$ cat src/rtl/mult_arbiter_pkg.sv
// Shared types and grant helpers for the multiplier arbiter.
// Grant helpers are sized for the largest supported requester count and are zero-extended by callers.
package mult_arb_pkg;

  localparam int DW_DEFAULT = 8;
  localparam int NREQ_MAX   = 16;

  typedef enum logic [1:0] {
    IDLE = 2'd0,
    BUSY = 2'd1,
    DONE = 2'd2
  } arb_state_t;

  // First set bit of valid at or after ptr, walking circularly over n requesters.
  function automatic logic [NREQ_MAX-1:0] rr_pick(input logic [NREQ_MAX-1:0] valid,
                                                  input logic [3:0]          ptr,
                                                  input int                  n);
    logic [NREQ_MAX-1:0] grant;
    logic                found;
    logic [3:0]          idx;
    grant = '0;
    found = 1'b0;
    for (int i = 0; i < NREQ_MAX; i++) begin
      idx = 4'((int'(ptr) + i) % n);
      if (i < n && !found && valid[idx]) begin
        grant[idx] = 1'b1;
        found      = 1'b1;
      end
    end
    return grant;
  endfunction

  function automatic logic [3:0] oh_idx(input logic [NREQ_MAX-1:0] oh);
    logic [3:0] r;
    r = '0;
    for (int i = 0; i < NREQ_MAX; i++) begin
      if (oh[i]) r = 4'(i);
    end
    return r;
  endfunction

endpackage

$ cat src/rtl/mult_arbiter_if.sv
// Request/result bundle between the datapath clients (master) and the arbiter (slave).
interface mult_arbiter_if #(
  parameter int NREQ = 4,
  parameter int DW   = mult_arb_pkg::DW_DEFAULT
);
  localparam int IDW = $clog2(NREQ);

  logic [NREQ-1:0]    req_valid;
  logic [NREQ*DW-1:0] req_a;
  logic [NREQ*DW-1:0] req_b;
  logic [NREQ-1:0]    req_ready;
  logic               res_valid;
  logic               res_ready;
  logic [2*DW-1:0]    res_data;
  logic [IDW-1:0]     res_id;

  modport master (
    output req_valid, req_a, req_b, res_ready,
    input  req_ready, res_valid, res_data, res_id
  );

  modport slave (
    input  req_valid, req_a, req_b, res_ready,
    output req_ready, res_valid, res_data, res_id
  );
endinterface

$ cat src/rtl/mult_arbiter_sm_mult8.sv
// Registered sign-magnitude multiplier: out = {sa^sb, 1'b0, |a|*|b|}, one cycle latency.
// Captures on every clock edge; no enable and no reset.
module sm_mult8
  import mult_arb_pkg::*;
#(
  parameter int DW = DW_DEFAULT
) (
  input  logic            clk,
  input  logic [DW-1:0]   a,
  input  logic [DW-1:0]   b,
  output logic [2*DW-1:0] out
);

  logic [2*DW-3:0] mag_a;
  logic [2*DW-3:0] mag_b;
  logic [2*DW-3:0] mag;

  assign mag_a = {{(DW-1){1'b0}}, a[DW-2:0]};
  assign mag_b = {{(DW-1){1'b0}}, b[DW-2:0]};
  assign mag   = mag_a * mag_b;

  // Zero magnitude keeps its sign: negative zero is passed through as-is.
  always_ff @(posedge clk) begin
    out <= {a[DW-1] ^ b[DW-1], 1'b0, mag};
  end

endmodule

$ cat src/rtl/mult_arbiter.sv
// Round-robin share of one sign-magnitude multiplier among NREQ requesters (MULT_ARB_FIXED_PRIO_EN: lowest index wins).
// Accept to res_valid is 2 cycles; one op in flight, so peak rate is one op per 3 cycles.
// res_valid holds with stable data/id until res_ready; no request is accepted meanwhile.
module mult_arbiter
  import mult_arb_pkg::*;
#(
  parameter int NREQ = 4,
  parameter int DW   = DW_DEFAULT
) (
  input  logic          clk,
  input  logic          rst,
  mult_arbiter_if.slave bus,
  output logic          busy
);

  localparam int IDW = $clog2(NREQ);

  localparam logic [1:0] ST_IDLE = 2'(IDLE);
  localparam logic [1:0] ST_BUSY = 2'(BUSY);
  localparam logic [1:0] ST_DONE = 2'(DONE);

  logic [1:0]          state;
  logic [IDW-1:0]      ptr;
  logic [NREQ_MAX-1:0] grant_w;
  logic [NREQ-1:0]     grant;
  logic [IDW-1:0]      grant_idx;
  logic                accept;
  logic [DW-1:0]       op_a;
  logic [DW-1:0]       op_b;
  logic [IDW-1:0]      id_q;
  logic [2*DW-1:0]     prod;
  logic                unused_grant;

  assign grant_w      = rr_pick(NREQ_MAX'(bus.req_valid), 4'(ptr), NREQ);
  assign grant        = grant_w[NREQ-1:0];
  assign grant_idx    = IDW'(oh_idx(grant_w));
  assign unused_grant = ^grant_w;
  assign accept       = (state == ST_IDLE) && (|grant);

`ifdef MULT_ARB_FIXED_PRIO_EN
  assign ptr = '0;
`else
  logic [IDW-1:0] rr_ptr;

  // Pointer moves just past the winner so it becomes the lowest priority next round.
  always_ff @(posedge clk) begin
    if (rst) begin
      rr_ptr <= '0;
    end else if (accept) begin
      rr_ptr <= (grant_idx == IDW'(NREQ - 1)) ? '0 : grant_idx + 1'b1;
    end
  end

  assign ptr = rr_ptr;
`endif

  always_ff @(posedge clk) begin
    if (rst) begin
      state <= ST_IDLE;
      op_a  <= '0;
      op_b  <= '0;
      id_q  <= '0;
    end else begin
      case (state)
        ST_IDLE: begin
          if (accept) begin
            op_a  <= bus.req_a[int'(grant_idx)*DW +: DW];
            op_b  <= bus.req_b[int'(grant_idx)*DW +: DW];
            id_q  <= grant_idx;
            state <= ST_BUSY;
          end
        end
        ST_BUSY: state <= ST_DONE;
        ST_DONE: begin
          if (bus.res_ready) state <= ST_IDLE;
        end
        default: state <= ST_IDLE;
      endcase
    end
  end

  // Operand regs stay put until the next accept, so the product is stable through DONE.
  sm_mult8 #(.DW(DW)) u_mult (
    .clk (clk),
    .a   (op_a),
    .b   (op_b),
    .out (prod)
  );

  assign bus.req_ready = (state == ST_IDLE && !rst) ? grant : '0;
  assign bus.res_valid = (state == ST_DONE);
  assign bus.res_data  = (state == ST_DONE) ? prod : '0;
  assign bus.res_id    = id_q;
  assign busy          = (state != ST_IDLE);

endmodule

$ cat src/flat_wrapper.sv
// flat-port wrapper written by rule: the top's interface ports become plain ports
module mult_arbiter_flat import mult_arb_pkg::*;
#(
  parameter int NREQ = 4,
  parameter int DW   = DW_DEFAULT
)
  (clk, rst, busy, bus_req_valid, bus_req_a, bus_req_b, bus_res_ready, bus_req_ready, bus_res_valid, bus_res_data, bus_res_id);
  mult_arbiter_if #(.NREQ(NREQ), .DW(DW)) bus_i ();
  input  logic clk;
  input  logic rst;
  output logic busy;
  input wire logic [$bits(bus_i.req_valid)-1:0] bus_req_valid;
  input wire logic [$bits(bus_i.req_a)-1:0] bus_req_a;
  input wire logic [$bits(bus_i.req_b)-1:0] bus_req_b;
  input wire logic [$bits(bus_i.res_ready)-1:0] bus_res_ready;
  output wire logic [$bits(bus_i.req_ready)-1:0] bus_req_ready;
  output wire logic [$bits(bus_i.res_valid)-1:0] bus_res_valid;
  output wire logic [$bits(bus_i.res_data)-1:0] bus_res_data;
  output wire logic [$bits(bus_i.res_id)-1:0] bus_res_id;
  assign bus_i.req_valid = bus_req_valid;
  assign bus_i.req_a = bus_req_a;
  assign bus_i.req_b = bus_req_b;
  assign bus_i.res_ready = bus_res_ready;
  assign bus_req_ready = bus_i.req_ready;
  assign bus_res_valid = bus_i.res_valid;
  assign bus_res_data = bus_i.res_data;
  assign bus_res_id = bus_i.res_id;
  mult_arbiter #(.NREQ(NREQ), .DW(DW)) u_core (.clk(clk), .rst(rst), .bus(bus_i), .busy(busy));
endmodule
$ cat config.mk
export PLATFORM = sky130hd
export DESIGN_NAME = mult_arbiter_flat
export DESIGN_NICKNAME = d
export VERILOG_FILES = /design/src/rtl/mult_arbiter_pkg.sv /design/src/rtl/mult_arbiter_if.sv /design/src/rtl/mult_arbiter_sm_mult8.sv /design/src/rtl/mult_arbiter.sv /design/src/flat_wrapper.sv
export SDC_FILE = /design/constraint.sdc
export NUM_CORES = 1
export LEC_CHECK = 0
export BUFFER_PORTS_ARGS = -buffer_cell sky130_fd_sc_hd__clkbuf_2
export CORE_ASPECT_RATIO = 0.6
export CORE_MARGIN = 2
export CORE_UTILIZATION = 50
export CTS_CLUSTER_DIAMETER = 40
export CTS_CLUSTER_SIZE = 28
export DETAILED_ROUTE_END_ITERATION = 8
export GPL_ROUTABILITY_DRIVEN = 0
export GPL_TIMING_DRIVEN = 0
export PLACE_DENSITY = 0.78
export SLEW_MARGIN = 10
export SYNTH_ARGS = -nofsm -noshare
export SYNTH_HDL_FRONTEND = slang
export SYNTH_HIERARCHICAL = 1
export SYNTH_SLANG_ARGS = --single-unit
$ cat constraint.sdc
create_clock -name clk -period 4 [get_ports clk]
set_input_delay 0.4 -clock clk [delete_from_list [all_inputs] [get_ports clk]]
set_output_delay 0.4 -clock clk [all_outputs]
set_load 0.03 [all_outputs]
# Word level (Yosys, flattened, before mapping)
# Index checks and enable logic that the tools add are counted.
# classes
shift	2
n_mux	44
n_reduce_logical	21
n_bitwise	7
order_cmp	8
n_eq_ne	5
n_mul	1
add_sub_neg	4
# ops
operator	n
16-bit 2-to-1 mux	4
32-bit by 6-bit indexed part select with 8-bit output	2
16-bit bitwise OR	3
2-bit 2-to-1 mux	17
4-bit by 5-bit less-than comparator with 1-bit output (second input constant)	3
7-bit by 7-bit multiplier with 14-bit output	1
4-bit by 1-bit greater-or-equal comparator with 1-bit output (second input constant)	3
1-bit 2-to-1 mux	12
1-bit binary-select mux with 3-bit select	3
1-bit demux with 3-bit select	3
1-bit logical AND	9
4-bit 2-to-1 mux	2
2-bit one-hot mux with 3 select lines	1
2-bit OR reduction	3
2-bit by 5-bit less-than comparator with 1-bit output (second input constant)	1
2-bit by 1-bit adder with 2-bit output (second input constant)	2
2-bit adder (second input constant)	2
2-bit equality test (second input constant)	2
1-bit logical NOT	4
2-bit AND reduction	2
4-bit OR reduction	1
1-bit bitwise AND (first input constant)	3
1-bit binary-select mux with 2-bit select	1
1-bit demux with 2-bit select	1
other kinds (7)	7
# word_totals
wordCells	98
ff_bits	37
out_inout_bits	24

# Longest topological paths before layout
# depth
depth_word	30
ltp_mapped	15
mapped_depth_nobuf	15

# Hierarchy
# The synthesis kept the hierarchy.
# modules_own_cells
mod	seq_area_each_um2	cells_each	instances	area_per_inst_um2
mult_arbiter	440.4	235	1	2095.8
sm_mult8	300.3	193	1	1860.5

# Least setup slack after synthesis
# Ideal clock, no wire load.
# synth_path
kind	register to register
startpoint	register u_core.op_b[6]
endpoint	register u_core.u_mult.out[13]
arrival_ps	4196
setup_slack_ps	-268
stages_incl_launch_ff	15
period_less_slack_ps	4268
n_path_buf	0
setup_time_ps	72
path_cell_list	dfxtp_1 nand2_1 fa_1 fa_1 inv_1 fa_1 inv_1 fa_1 inv_1 ha_1 and3_1 a221o_1 o32a_1 a41oi_2 xnor2_1
# synth_via
elab_chain_cells	1
# synth_lines
item	line	text
from (decl)	mult_arbiter.sv:29	logic [DW-1:0] op_b;
from (signal assigned)	mult_arbiter.sv:68	op_b <= bus.req_b[int'(grant_idx)*DW +: DW];
7-bit by 7-bit multiplier with 14-bit output	mult_arbiter_sm_mult8.sv:20	assign mag = mag_a * mag_b;
via u_core.u_mult.mag[13]	mult_arbiter_sm_mult8.sv:16	logic [2*DW-3:0] mag;
to (signal assigned)	mult_arbiter_sm_mult8.sv:24	out <= {a[DW-1] ^ b[DW-1], 1'b0, mag};
to (decl)	mult_arbiter_sm_mult8.sv:11	output logic [2*DW-1:0] out
# The timed path passes the listed nets, and every way through them passes these cells.
# A chain may end at the register's enable or synchronous reset.

# Worst setup path after layout
# layout_path
startpoint	register u_core.op_a[2]
endpoint	register u_core.u_mult.out[13]
# layout_via
elab_chain_cells	1
# layout_lines
item	line	text
from (decl)	mult_arbiter.sv:28	logic [DW-1:0] op_a;
from (signal assigned)	mult_arbiter.sv:67	op_a <= bus.req_a[int'(grant_idx)*DW +: DW];
7-bit by 7-bit multiplier with 14-bit output	mult_arbiter_sm_mult8.sv:20	
via u_core.u_mult.mag[13]	mult_arbiter_sm_mult8.sv:16	
# The timed path passes the listed nets, and every way through them passes these cells.

==> summary.txt <==
Timing
  – Final Max Slew Viols: 0
  – Max Fclk: ~250 MHz
  – Setup TNS: -87.35 ps
  – Rel. slew slack: approximately 53%
  – Minimum clock period: about 4000 ps
  – Final setup violating endpoints: 2
  – Final Skew: between 4 and 5 ps
  – Worst-Margin Slew: about 700 ps
  – Final count of hold timing violations: 0
  – Final setup margin: -50.00 ps
  – Period utilisation layout: 101.2%
  – RSZ-0062 raised after global routing: true

Final layout
  – Fin area: 5016 um^2
  – Area Growth Syn to Fin: 26.79%
  – Share of cells above drive strength 1: 36.78%
  – Nets: around 680
  – ANT cells: 0
  – Fill count: approximately 670

Placed design
  – DP Area: approximately 4600 um^2
  – IO buf count: between 90 and 100
  – HPWL Detailed: about 8000 um

Route
  – Met1 wire length: 4855 um
  – DR iter-0 viols: 290
  – Antenna-violating nets left: 0
  – Final WL: approximately 11000 um
  – Max Used Layer: met4
  – WL per Instance: between 15 and 20 um
  – Routed met3 length: 1016 um
  – DRC: 0
  – Via count: ~3800
  – Pre-antenna DRT Iters: 6
  – Routed wl met2: approximately 5000 um
  – Vias/cell: 5.789

Synth
  – Synth Area in XOR/XNOR: 2.435%
  – Post-Synth Simple-Gate Area: between 10 and 15%
  – Top cells by area, synth: dfxtp_1 (19%), fa_1 (12%), ha_1 (12%)
  – Asr flop ratio synth: 0%
  – Post-synth EDFFs: 0
  – Synth area leader: dfxtp_1
  – Register area share after synthesis: roughly a fifth
  – Post-synthesis mux area share: 7.116%
  – Post-synth top area share: 18.72%
  – Mapped Nets: 561
  – Adder-cell share of the synthesized area: between 20 and 25%
  – Main synth FF type: dfxtp_1
  – Flops & latches, synth: 37
  – Synthesized area: between 3000 and 4000 um^2
  – Largest family of logic cells by synthesized area: compound AO/OA/AOI/OAI gates
  – Synthesized instance count: approximately 430
  – Netlist cell types: 52
  – Mean Syn Cell Area: 9.244 um^2
  – Synth warn: 6
  – Compound-gate portion of the synthesized area: 24.86%

Job
  – MaxCap Viol Count: 0

CTS
  – Worst skew pair latency: around 290 ps
  – CTS sink cnt: 37
  – CTS root buffer: clkbuf_16
  – Max Buffers Root-to-Sink: 2
  – H-tree levels: 2
  – TritonCTS clock tree: done
  – Cts bufs inserted: 5
  – Clk slew on worst S/H paths: approximately 60 ps

Hold path
  – Cells on Worst Hold Path: 3
  – Worst min path class: input pin to flop
  – HP Start: bus_res_ready

GRT
  – First-pass GRT wire length: 17330 um
  – Grt ovf: 0
  – Vias in the first global route: about 3600
  – GRT Total Usage: between 20% and 30%
  – Largest net degree at the start of global routing: 13
  – Initial antenna violation count: 0

Worst setup path
  – Arrival @ worst endpoint: 4270 ps
  – Crit Path Max Fanout: 4
  – Critical path required time: about 4200 ps
  – Start point of the critical path: u_core/op_a[2]
  – Reg2reg path depth: 14
  – CP Launch Type: flop
  – FF-to-FF Start: u_core/op_a[2]
  – CP Capture Type: flop
  – CP Class: flop to flop

Die
  – # rows: 25
  – Die Span X: 118.8 um
  – Core area: about 7800 um^2
  – Die height: roughly 73 um
  – Die footprint: 8663 um^2
  – Initial Util: roughly half
  – IO Pins: between 90 and 100

Power
  – Worst vdd ir: about 430 uV
  – Cell Pwr Density: approximately 800 nW/um^2
  – Leak: around 2.4 nW

Status
  – Status: complete, but fails checks
  – Failing checks: setup timing
==> per-stage QoR <==
| step | worst slack [ps] | util, % | hold WS [ps] | total power [mW] | instances |
|---|---|---|---|---|---|
| floorplan | 14.64 | - | 427.4 | 2.618 | 428 |
| global placement | -251.7 | 59.08 | 435.1 | 3.135 | 629 |
| detailed placement | -299.4 | 59.08 | 441.5 | 3.236 | 629 |
| CTS | -92.29 | 63.79 | 365.2 | 3.865 | 656 |
| global route | -152.8 | 64.66 | 370.1 | 4.293 | 660 |
| finish | -50.00 | 64.66 | 366.2 | 4.024 | 660 |
==> critical path, stage by stage (launching register included) <==
cell,delay [ps]
dfxtp_4,370
nand2_2,70
fa_1,530
fa_1,530
inv_2,40
fa_1,490
inv_1,50
fa_1,480
inv_2,40
ha_4,220
and3_4,140
a221o_1,320
o32a_1,380
a41oi_2,170
xnor2_1,130
==> kinds of logic (layout without fill, tap and decap cells) <==
group / count (synthesis) / count (layout)
buf+inv: 72 / 196
mux: 21 / 21
xor+xnor: 11 / 11
flops: 37 / 37
other cells: 1 / 1
simple gates: 107 / 107
compound gates: 117 / 117
fa+ha+maj: 62 / 62
==> sequential cells by signal, summed over array words and instances, names as in the netlist <==
register,flops
u_core/bus.res_id,2
u_core/op_a,8
u_core/op_b,8
u_core/ptr,2
u_core/state,2
u_core/u_mult/out,15
==> what timing repair did <==
action	4_1_cts	5_1_grt
gates resized for setup	23	15
pin swaps	13	11
endpoints found under the hold margin	0	0
setup endpoints to repair	5	9
hold buffers	0	0
cloned	0	0
buffers inserted	19	4
==> where the power goes <==
group | internal (mW) | switching (mW) | total, mW
Clock | 0.248 | 0.165 | 0.413
Sequential | 0.547 | 0.121 | 0.668
Combinational | 1.23 | 1.71 | 2.94
Total | 2.03 | 2.00 | 4.02
==> placed cells by master (no fill, tap or decap), types with 4 or more instances in the layout <==
cell and n:
xor2_1 5, inv_1 43, and2_1 46, fa_1 24, a21oi_1 10, o211ai_1 17, nor3_1 5, clkbuf_2 95
dfxtp_4 12, mux4_2 4, clkbuf_16 5, a21o_1 4, clkbuf_1 14, nand2_1 22, a221oi_1 9, a221oi_2 8
xnor2_1 6, nor2_1 11, a311oi_1 16, buf_2 4, dfxtp_1 24, buf_4 26, o21bai_1 16, mux2_2 17
ha_1 36, a21boi_0 16
==> metal layers <==
layer,global-route usage (%),vias up
li1,-,1776
met1,35.53,1807
met2,40.68,211
met3,4.609,27
met4,7.540,0
met5,0,-
==> layout make-up <==
type	count	area (um^2)	share of cell area [%]
multi-input combinational	319	2999	59.79
sequential	37	787.0	15.69
timing repair buffer	116	638.1	12.72
inverter	45	168.9	3.367
clock buffer	6	138.9	2.769
buffer	27	135.1	2.694
tap	108	135.1	2.694
clock inverter	2	13.76	0.2744
==> path summary, 6_finish.rpt <==
kind / slack [ps] / endpoint
setup / recovery: -50 / u_core/u_mult/out[13]
hold / removal: 370 / u_core/state[1]
setup reg to reg: -50 / u_core/u_mult/out[13]
hold reg to reg: 450 / u_core/u_mult/out[15]
==> cell usage after synthesis (all sizes together), types with 2 or more instances <==
master	n
and2	47
inv	45
ha	38
dfxtp	37
nand2	26
fa	24
a21boi	17
a221oi	17
mux2	17
o211ai	17
a311oi	16
clkbuf	16
o21bai	16
nor2	12
buf	11
a21oi	10
xnor2	6
nor3	5
xor2	5
a211oi	4
a21o	4
mux4	4
a31o	3
nor2b	3
nor3b	3
a2111oi	2
and3	2
nand2b	2
o21a	2
o21ai	2
or2	2
Power figures use the tool's default switching activity.
